==> src/rtl/psa_pkg.sv <==
// Shared definitions for the parallel-signed-adder datapath.
// Used by psa_operand_collector (serial-to-parallel front end) and by the
// downstream parallel_signed_adder.
//   PSA_W     : operand width (two's complement)
//   PSA_N     : operands per frame
//   PSA_SUM_W : width of the adder's full-precision sum
//   sample_t  : one signed operand
//   state_t   : collector state (FILL = collecting, FULL = frame presented)
package psa_pkg;

  localparam int PSA_W     = 12;
  localparam int PSA_N     = 8;
  localparam int PSA_SUM_W = 15;

  typedef logic signed [PSA_W-1:0] sample_t;

  typedef enum logic {
    FILL = 1'b0,
    FULL = 1'b1
  } state_t;

endpackage

==> src/rtl/psa_operand_collector.sv <==
// psa_operand_collector
// Collects a stream of signed samples (valid/ready) into frames of eight and
// presents each frame as parallel operands n0..n7 until the consumer takes it.
// Ports:
//   clk, rst_n          : clock, asynchronous active-low reset
//   in_valid/in_ready   : sample handshake (in_ready depends only on state
//                         and out_ready)
//   in_data             : sample, passed through unmodified
//   in_first            : marks in_data as slot 0 of a new frame (resync)
//   out_valid/out_ready : frame handshake
//   n0..n7              : frame operands, n0 = first sample
//   frame_err           : sticky, set when a partial frame is discarded
//   frames_done         : count of consumed frames, wraps modulo 256
module psa_operand_collector
  import psa_pkg::*;
#(
  parameter int W = PSA_W,
  parameter int N = PSA_N
) (
  input  logic         clk,
  input  logic         rst_n,
  input  logic         in_valid,
  output logic         in_ready,
  input  logic [W-1:0] in_data,
  input  logic         in_first,
  output logic         out_valid,
  input  logic         out_ready,
  output logic [W-1:0] n0,
  output logic [W-1:0] n1,
  output logic [W-1:0] n2,
  output logic [W-1:0] n3,
  output logic [W-1:0] n4,
  output logic [W-1:0] n5,
  output logic [W-1:0] n6,
  output logic [W-1:0] n7,
  output logic         frame_err,
  output logic [7:0]   frames_done
);

  localparam int CW = $clog2(N);

  state_t        state, state_next;
  logic [CW-1:0] count, count_next;
  logic [W-1:0]  slot [N];

  logic          accept;
  logic          wr_en;
  logic [CW-1:0] wr_idx;
  logic          err_set;
  logic          done_inc;

  // While FULL, a ready consumer frees the slots on the same edge, so a
  // sample can be taken in the handoff cycle without a bubble.
  assign in_ready = (state == FILL) | out_ready;
  assign accept   = in_valid & in_ready;

  always_ff @(posedge clk or negedge rst_n) begin
    if (!rst_n) begin
      state <= FILL;
      count <= '0;
    end else begin
      state <= state_next;
      count <= count_next;
    end
  end

  always_comb begin
    state_next = state;
    count_next = count;
    wr_en      = 1'b0;
    wr_idx     = '0;
    err_set    = 1'b0;
    done_inc   = 1'b0;
    case (state)
      FILL: begin
        if (accept) begin
          wr_en = 1'b1;
          if (in_first) begin
            // Resync: restart the frame at slot 0; anything collected so
            // far is dropped and flagged.
            wr_idx     = '0;
            count_next = CW'(1);
            err_set    = (count != '0);
          end else begin
            wr_idx = count;
            if (count == CW'(N - 1)) begin
              count_next = '0;
              state_next = FULL;
            end else begin
              count_next = count + CW'(1);
            end
          end
        end
      end
      FULL: begin
        if (out_ready) begin
          done_inc   = 1'b1;
          state_next = FILL;
          // Handoff sample always starts the next frame; in_first is moot.
          if (accept) begin
            wr_en      = 1'b1;
            wr_idx     = '0;
            count_next = CW'(1);
          end
        end
      end
      default: state_next = FILL;
    endcase
  end

  always_ff @(posedge clk or negedge rst_n) begin
    if (!rst_n) begin
      for (int i = 0; i < N; i++) slot[i] <= '0;
      frame_err   <= 1'b0;
      frames_done <= '0;
    end else begin
      if (wr_en) slot[wr_idx] <= in_data;
      if (err_set) frame_err <= 1'b1;
      if (done_inc) frames_done <= frames_done + 8'd1;
    end
  end

  // out_valid is a direct decode of the state register.
  assign out_valid = (state == FULL);

  assign n0 = slot[0];
  assign n1 = slot[1];
  assign n2 = slot[2];
  assign n3 = slot[3];
  assign n4 = slot[4];
  assign n5 = slot[5];
  assign n6 = slot[6];
  assign n7 = slot[7];

endmodule
==> config.mk <==
export PLATFORM = sky130hd
export DESIGN_NAME = psa_operand_collector
export DESIGN_NICKNAME = d
export VERILOG_FILES = /design/src/rtl/psa_pkg.sv /design/src/rtl/psa_operand_collector.sv
export SDC_FILE = /design/constraint.sdc
export NUM_CORES = 1
export LEC_CHECK = 0
export ABC_AREA = 1
export CAP_MARGIN = 20
export CORE_MARGIN = 1
export CORE_UTILIZATION = 50
export CTS_BUF_LIST = sky130_fd_sc_hd__clkbuf_8
export DETAILED_ROUTE_END_ITERATION = 8
export GPL_ROUTABILITY_DRIVEN = 0
export GPL_TIMING_DRIVEN = 0
export HOLD_SLACK_MARGIN = 0.03
export PLACE_DENSITY_LB_ADDON = 0.3
export SKIP_CTS_REPAIR_TIMING = 1
export SYNTH_ARGS = -nofsm -noshare
export SYNTH_HDL_FRONTEND = slang
export SYNTH_SLANG_ARGS = --single-unit
==> constraint.sdc <==
create_clock -name clk -period 2.7 [get_ports clk]
set_clock_uncertainty 0.15 [all_clocks]
set_input_delay 0.27 -clock clk [delete_from_list [all_inputs] [get_ports clk]]
set_output_delay 0.27 -clock clk [all_outputs]
set_load 0.02 [all_outputs]
# ---- Yosys cells after proc, flatten, opt, wreduce, memory -nomap -nowiden
# Index checks and enable logic that the tools add are counted.
dict set report word_totals {
  register_bits 109
  latch_bits 0
  ramBits 0
  rom_bits 0
  input_bits 17
  out_inout_bits 107
  elab_cells 52
  n_memories 0
}
dict set report op_classes {
  add_sub_neg 2
  n_mul 0
  div 0
  magnitude_cmp 2
  eq_ne 4
  shifts 0
  n_mux 25
  n_bitwise 4
  n_reduce_logical 3
}
# operator n
set ops {}
lappend ops {{96-bit bitwise mux} 1}
lappend ops {{12-bit demux with 3-bit select} 1}
lappend ops {{3-bit two-way mux} 7}
lappend ops {{12-bit two-way mux} 1}
lappend ops {{3-bit case mux with 2 select lines} 2}
lappend ops {{1-bit two-way mux} 11}
lappend ops {{8-bit by 1-bit adder with 8-bit output, second input constant} 1}
lappend ops {{4-bit greater-or-equal comparator, second input constant} 1}
lappend ops {{4-bit by 1-bit less-than comparator with 1-bit output, second input constant} 1}
lappend ops {{2-bit != test, second input constant} 2}
lappend ops {{3-bit NOT with 4-bit output} 1}
lappend ops {{1-bit case mux with 2 select lines} 2}
lappend ops {{3-bit by 1-bit adder with 3-bit output, second input constant} 1}
lappend ops {{3-bit == test, second input constant} 1}
lappend ops {{3-bit AND reduction} 1}
lappend ops {{3-bit nonzero test} 1}
lappend ops {{2-bit by 1-bit != test with 1-bit output, second input constant} 1}
lappend ops {{1-bit AND} 1}
lappend ops {{1-bit logical AND} 1}
lappend ops {{1-bit NOT} 1}
lappend ops {{1-bit bitwise OR} 1}

# ---- Logic depth before layout (Yosys ltp)
dict set report logic_depth {
  ltp_word 11
  ltp_mapped 9
}

# ---- Least setup slack after synthesis
# No wires, ideal clock.
dict set report synth_path {
  kind {flip-flop to flip-flop}
  start {register state, in the netlist out_valid}
  end {register slot, in the netlist n2[10]}
  arrival_ns 1.610
  required_ns 2.433
  setup_slack_ns 0.823
  stages_incl_launch_ff 8
  n_path_buf 1
  synth_period_minus_slack_ns 1.877
  cell_sequence {dfrtp_1 nand2_1 nand3_2 nor2_4 inv_2 buf_2 nand3_1 nand2_1}
}
dict set report synth_between {
  elab_chain_cells 11
  elab_cells_between_ends 15
  classes_between {2 x order compare; 8 x mux; 4 x bitwise; 1 x reduce/logical}
}
# element line
set synth_rtl {}
lappend synth_rtl {{from (decl)} psa_operand_collector.sv:42} ;# state_t state, state_next;
lappend synth_rtl {{from (signal assigned)} psa_operand_collector.sv:62} ;# state <= state_next;
lappend synth_rtl {{1-bit NOT *} n/a}
lappend synth_rtl {{1-bit bitwise OR *} psa_operand_collector.sv:54} ;# assign in_ready = (state == FILL) | out_ready;
lappend synth_rtl {{via in_ready} psa_operand_collector.sv:23} ;# output logic in_ready,
lappend synth_rtl {{1-bit AND *} psa_operand_collector.sv:55} ;# assign accept = in_valid & in_ready;
lappend synth_rtl {{3-bit two-way mux} psa_operand_collector.sv:76} ;# if (accept) begin
lappend synth_rtl {{3-bit case mux with 2 select lines} psa_operand_collector.sv:74} ;# case (state)
lappend synth_rtl {{3-bit NOT with 4-bit output (not written as such)} psa_operand_collector.sv:117} ;# if (wr_en) slot[wr_idx] <= in_data;
lappend synth_rtl {{4-bit greater-or-equal comparator (not written as such) / 4-bit by 1-bit less-than comparator with 1-bit output (equally long branches)} psa_operand_collector.sv:117}
lappend synth_rtl {{1-bit logical AND (not written as such)} psa_operand_collector.sv:117}
lappend synth_rtl {{12-bit two-way mux (not written as such)} psa_operand_collector.sv:117}
lappend synth_rtl {{12-bit demux with 3-bit select} psa_operand_collector.sv:117}
lappend synth_rtl {{96-bit bitwise mux} psa_operand_collector.sv:117}
lappend synth_rtl {{to (signal, indexed assignment)} psa_operand_collector.sv:117}
lappend synth_rtl {{to (decl)} psa_operand_collector.sv:44} ;# logic [W-1:0] slot [N];
# The timed path passes the listed nets; every way through them passes the cells marked *.
# A chain may end at the register's enable or synchronous reset.

# ---- Worst setup path after layout
dict set report layout_path {
  start {register state, in the netlist out_valid}
  end {output port in_ready}
}
dict set report layout_between {
  elab_chain_cells 2
}
# element line
set layout_rtl {}
lappend layout_rtl {{1-bit NOT} n/a}
lappend layout_rtl {{1-bit bitwise OR} psa_operand_collector.sv:54}
lappend layout_rtl {{to (decl)} psa_operand_collector.sv:23}
# Every way passes these cells.

==> results.md <==
- Status: completed
- Final setup viols: 0
- Vias: roughly 4100
- Clock power share: 16.8%
- Worst path cell trace: nand2_1 -> clkdlybuf4s50_1
- Std cell rows: 34
- Die height: 98.9 um
- Die ar.: 0.00978 mm^2
- Drt total wl: 12600 um
- Psw: between 0.002 and 0.0025 W
- Post-layout minimum cycle time: approximately 2.1 ns
- Worst vdd ir: 0.527 mV
- Initial core utilization: 52.8%
- Initial antenna violation count: 0
- Largest net degree at the start of global routing: 66
- Top Ports: around 120
- Most common library cell in the layout ignoring fill and taps: nand2_1
- Arrival time at the worst endpoint: 1.67 ns
- Multi-input logic area: 0.00169 mm^2
- Power density over cell area: 968 mW/mm^2
- Number of synthesized flops with an enable pin: 0
- Combinational power share: between 40% and 50%
- Mapped cell area: about 0.0047 mm^2
- Hold violation count in the final report: 0
- HPWL Detailed: 8710 um
- CTS tree: built
- DRC viols: 0
- Cell variety after synth: 27
- Layout overhead on the synthesized area: 31.6%
- Slew Limit Fails: 0
- Actual slew at the worst max-slew pin: 0.604 ns
- RSZ-0062 raised after global routing: no
- Num CTS Buffers: 9
- Htree depth: 3
- Yosys warns: 0
- Post-synthesis async set-or-reset flop share: 100%
- Share of power burned in registers: 41.4%
- Sw frac: between 30% and 40%
- Seq/Total Area, Yosys: 58.1%
- Placed cell count: 739
- Slowest cell on crit path: clkdlybuf4s50_1
- Post-route ant nets: 0
- I/O Buffers: 111
- Final net count: roughly 660
- Worst setup SP type: flip-flop
- Die Wd: 98.9 um
- Core footprint: 0.00889 mm^2
- FF/Latch Area: 0.00273 mm^2
- Drt wl/cell: 16.7 um
- Worst hold path type: primary input to flip-flop
- Avg Vias per Cell: 5.45
- Clk sinks: around 110
- First-pass GRT wire length: 20600 um
- CP Max Fanout: 5
- Kind of critical path: flip-flop to primary output
- Synth area leader: dfrtp_1
- Buffers and inverters on the worst path: 1
- Fillers: about 700
- Slew HR: 59.7%
- Final WS setup: slightly above 0.6 ns
- Synth Instances: 519
- Vias in the first global route: 4010
- CP top delay family: buffers and inverters
- Clk slew on worst S/H paths: around 0.10 ns
- Fmax: 478 MHz
- Largest stage delay on the critical path: 0.64 ns
- WP data required: 2.28 ns
- Top post-synthesis cells by area: dfrtp_1, nand2_1, nand3_1
- CTS root buffer: clkbuf_8
- Main flop type after synthesis: dfrtp_1
- Synth Register Bits: 109
- Period utilisation layout: 77.4%
- Syn Nets: between 500 and 600
- Most frequent cells in the layout: nand2_1, clkdlybuf4s50_1, dfrtp_1, nand3_1, nand4_1
- GRT Total Usage: a little over a quarter
- Layout cells sized above 1: a little over a tenth
- Max Cap Viol: 0
- Ant. Diodes: 0
- Worst-skew pair later-pin latency: 0.36 ns
- Final core occ: 69.4%
- Leak: slightly above 3 nW
- Worst-case clock buffer depth: 2
- Global route overflow: 0
- Total power: 0.00598 W
- Share of the synthesized area in the top cell type: 58.1%
- First-pass iteration count of the detailed router: 5
- Non-Filler Instances: around 760
- Internal power: 0.00373 W
- Detailed Route Iter0 Violations: approximately 230
- Post-placement setup slack: between 0.3 and 0.4 ns
- Setup crit end kind: primary output
- Synth Area per Inst: 9.04 um^2
==> cell usage after synthesis, types with 4 or more instances <==
cell / instances
nand4_1: 40
o21ai_0: 4
inv_2: 7
nor2_4: 5
inv_1: 11
buf_6: 4
buf_2: 25
clkbuf_1: 8
ha_1: 4
nor2_1: 4
nand3_1: 67
dfrtp_1: 109
nand2_1: 213
==> sequential cells by signal, indices dropped and copies added, names as in the netlist, 8 cells and up <==
name and count:
n0 12, n1 12, n2 12, n3 12
n4 12, n5 12, n6 12, n7 12
frames_done 8
==> path summary, 6_finish.rpt <==
kind,from,to,slack [ns],cells past startpoint
setup / recovery,out_valid,in_ready,0.61,2
hold / removal,in_data[2],n4[2],0.11,3
setup reg to reg,out_valid,n4[8],0.72,6
hold reg to reg,n0[11],n0[11],0.33,2
max in group asynchronous,rst_n,n3[10],1.39,3
min in group asynchronous,rst_n,frames_done[7],0.29,2
==> cells by family after synthesis <==
logic type | Yosys count | synth area share, %
buffers and inverters | 57 | 5.95
flip-flops | 109 | 58.1
AND/OR/NAND/NOR | 337 | 32.8
AO/OA/AOI/OAI | 8 | 1.28
adder cells (fa/ha/maj) | 4 | 1.07
XOR/XNOR | 4 | 0.747
==> cell type report <==
cell class / count / area share [%]
plain buffers: 39 / 3.43
clock buffers: 10 / 2.23
clock inverters: 6 / 1.01
inverters: 18 / 1.09
multi-input cells: 353 / 27.3
flip-flops and latches: 109 / 44.2
well taps: 108 / 2.19
repair buffers: 113 / 18.6
==> stage by stage <==
step | TNS, ns | hold WS, ns | instance area, um^2
floorplan | 0 | -0.176 | 4690
global placement | -302.95 | 0.305 | 5940
detailed placement | 0 | 0.164 | 5960
CTS | 0 | -0.239 | 6160
global route | 0 | 0.115 | 6170
finish | 0 | 0.112 | 6170
==> per-layer routing <==
metal,up-vias,GRT usage [%],routed length [um]
met3,23,6.45,963
met5,-,0,0
met1,1994,37.1,5530
met4,0,10.3,233
li1,1934,-,-
met2,166,42.3,5920
==> worst register-to-register path: cells and delay by family, from the launching register on <==
| kind | cells | cell delay [ns] |
|---|---|---|
| and+or+nand+nor | 5 | 1.07 |
| DFF | 1 | 0.47 |
| buffers and inverters | 1 | 0.26 |
==> power by group through the flow <==
stage	Sequential [W]	Clock [W]	Combinational, W
after floorplan	0.00309	0	0.000600
after global placement	0.00249	0	0.00244
after detailed placement	0.00249	0	0.00251
after CTS	0.00248	0.00101	0.00251
after global routing	0.00254	0.00108	0.00268
final	0.00247	0.00100	0.00250
Note: power is estimated with default switching activity, not from simulation.
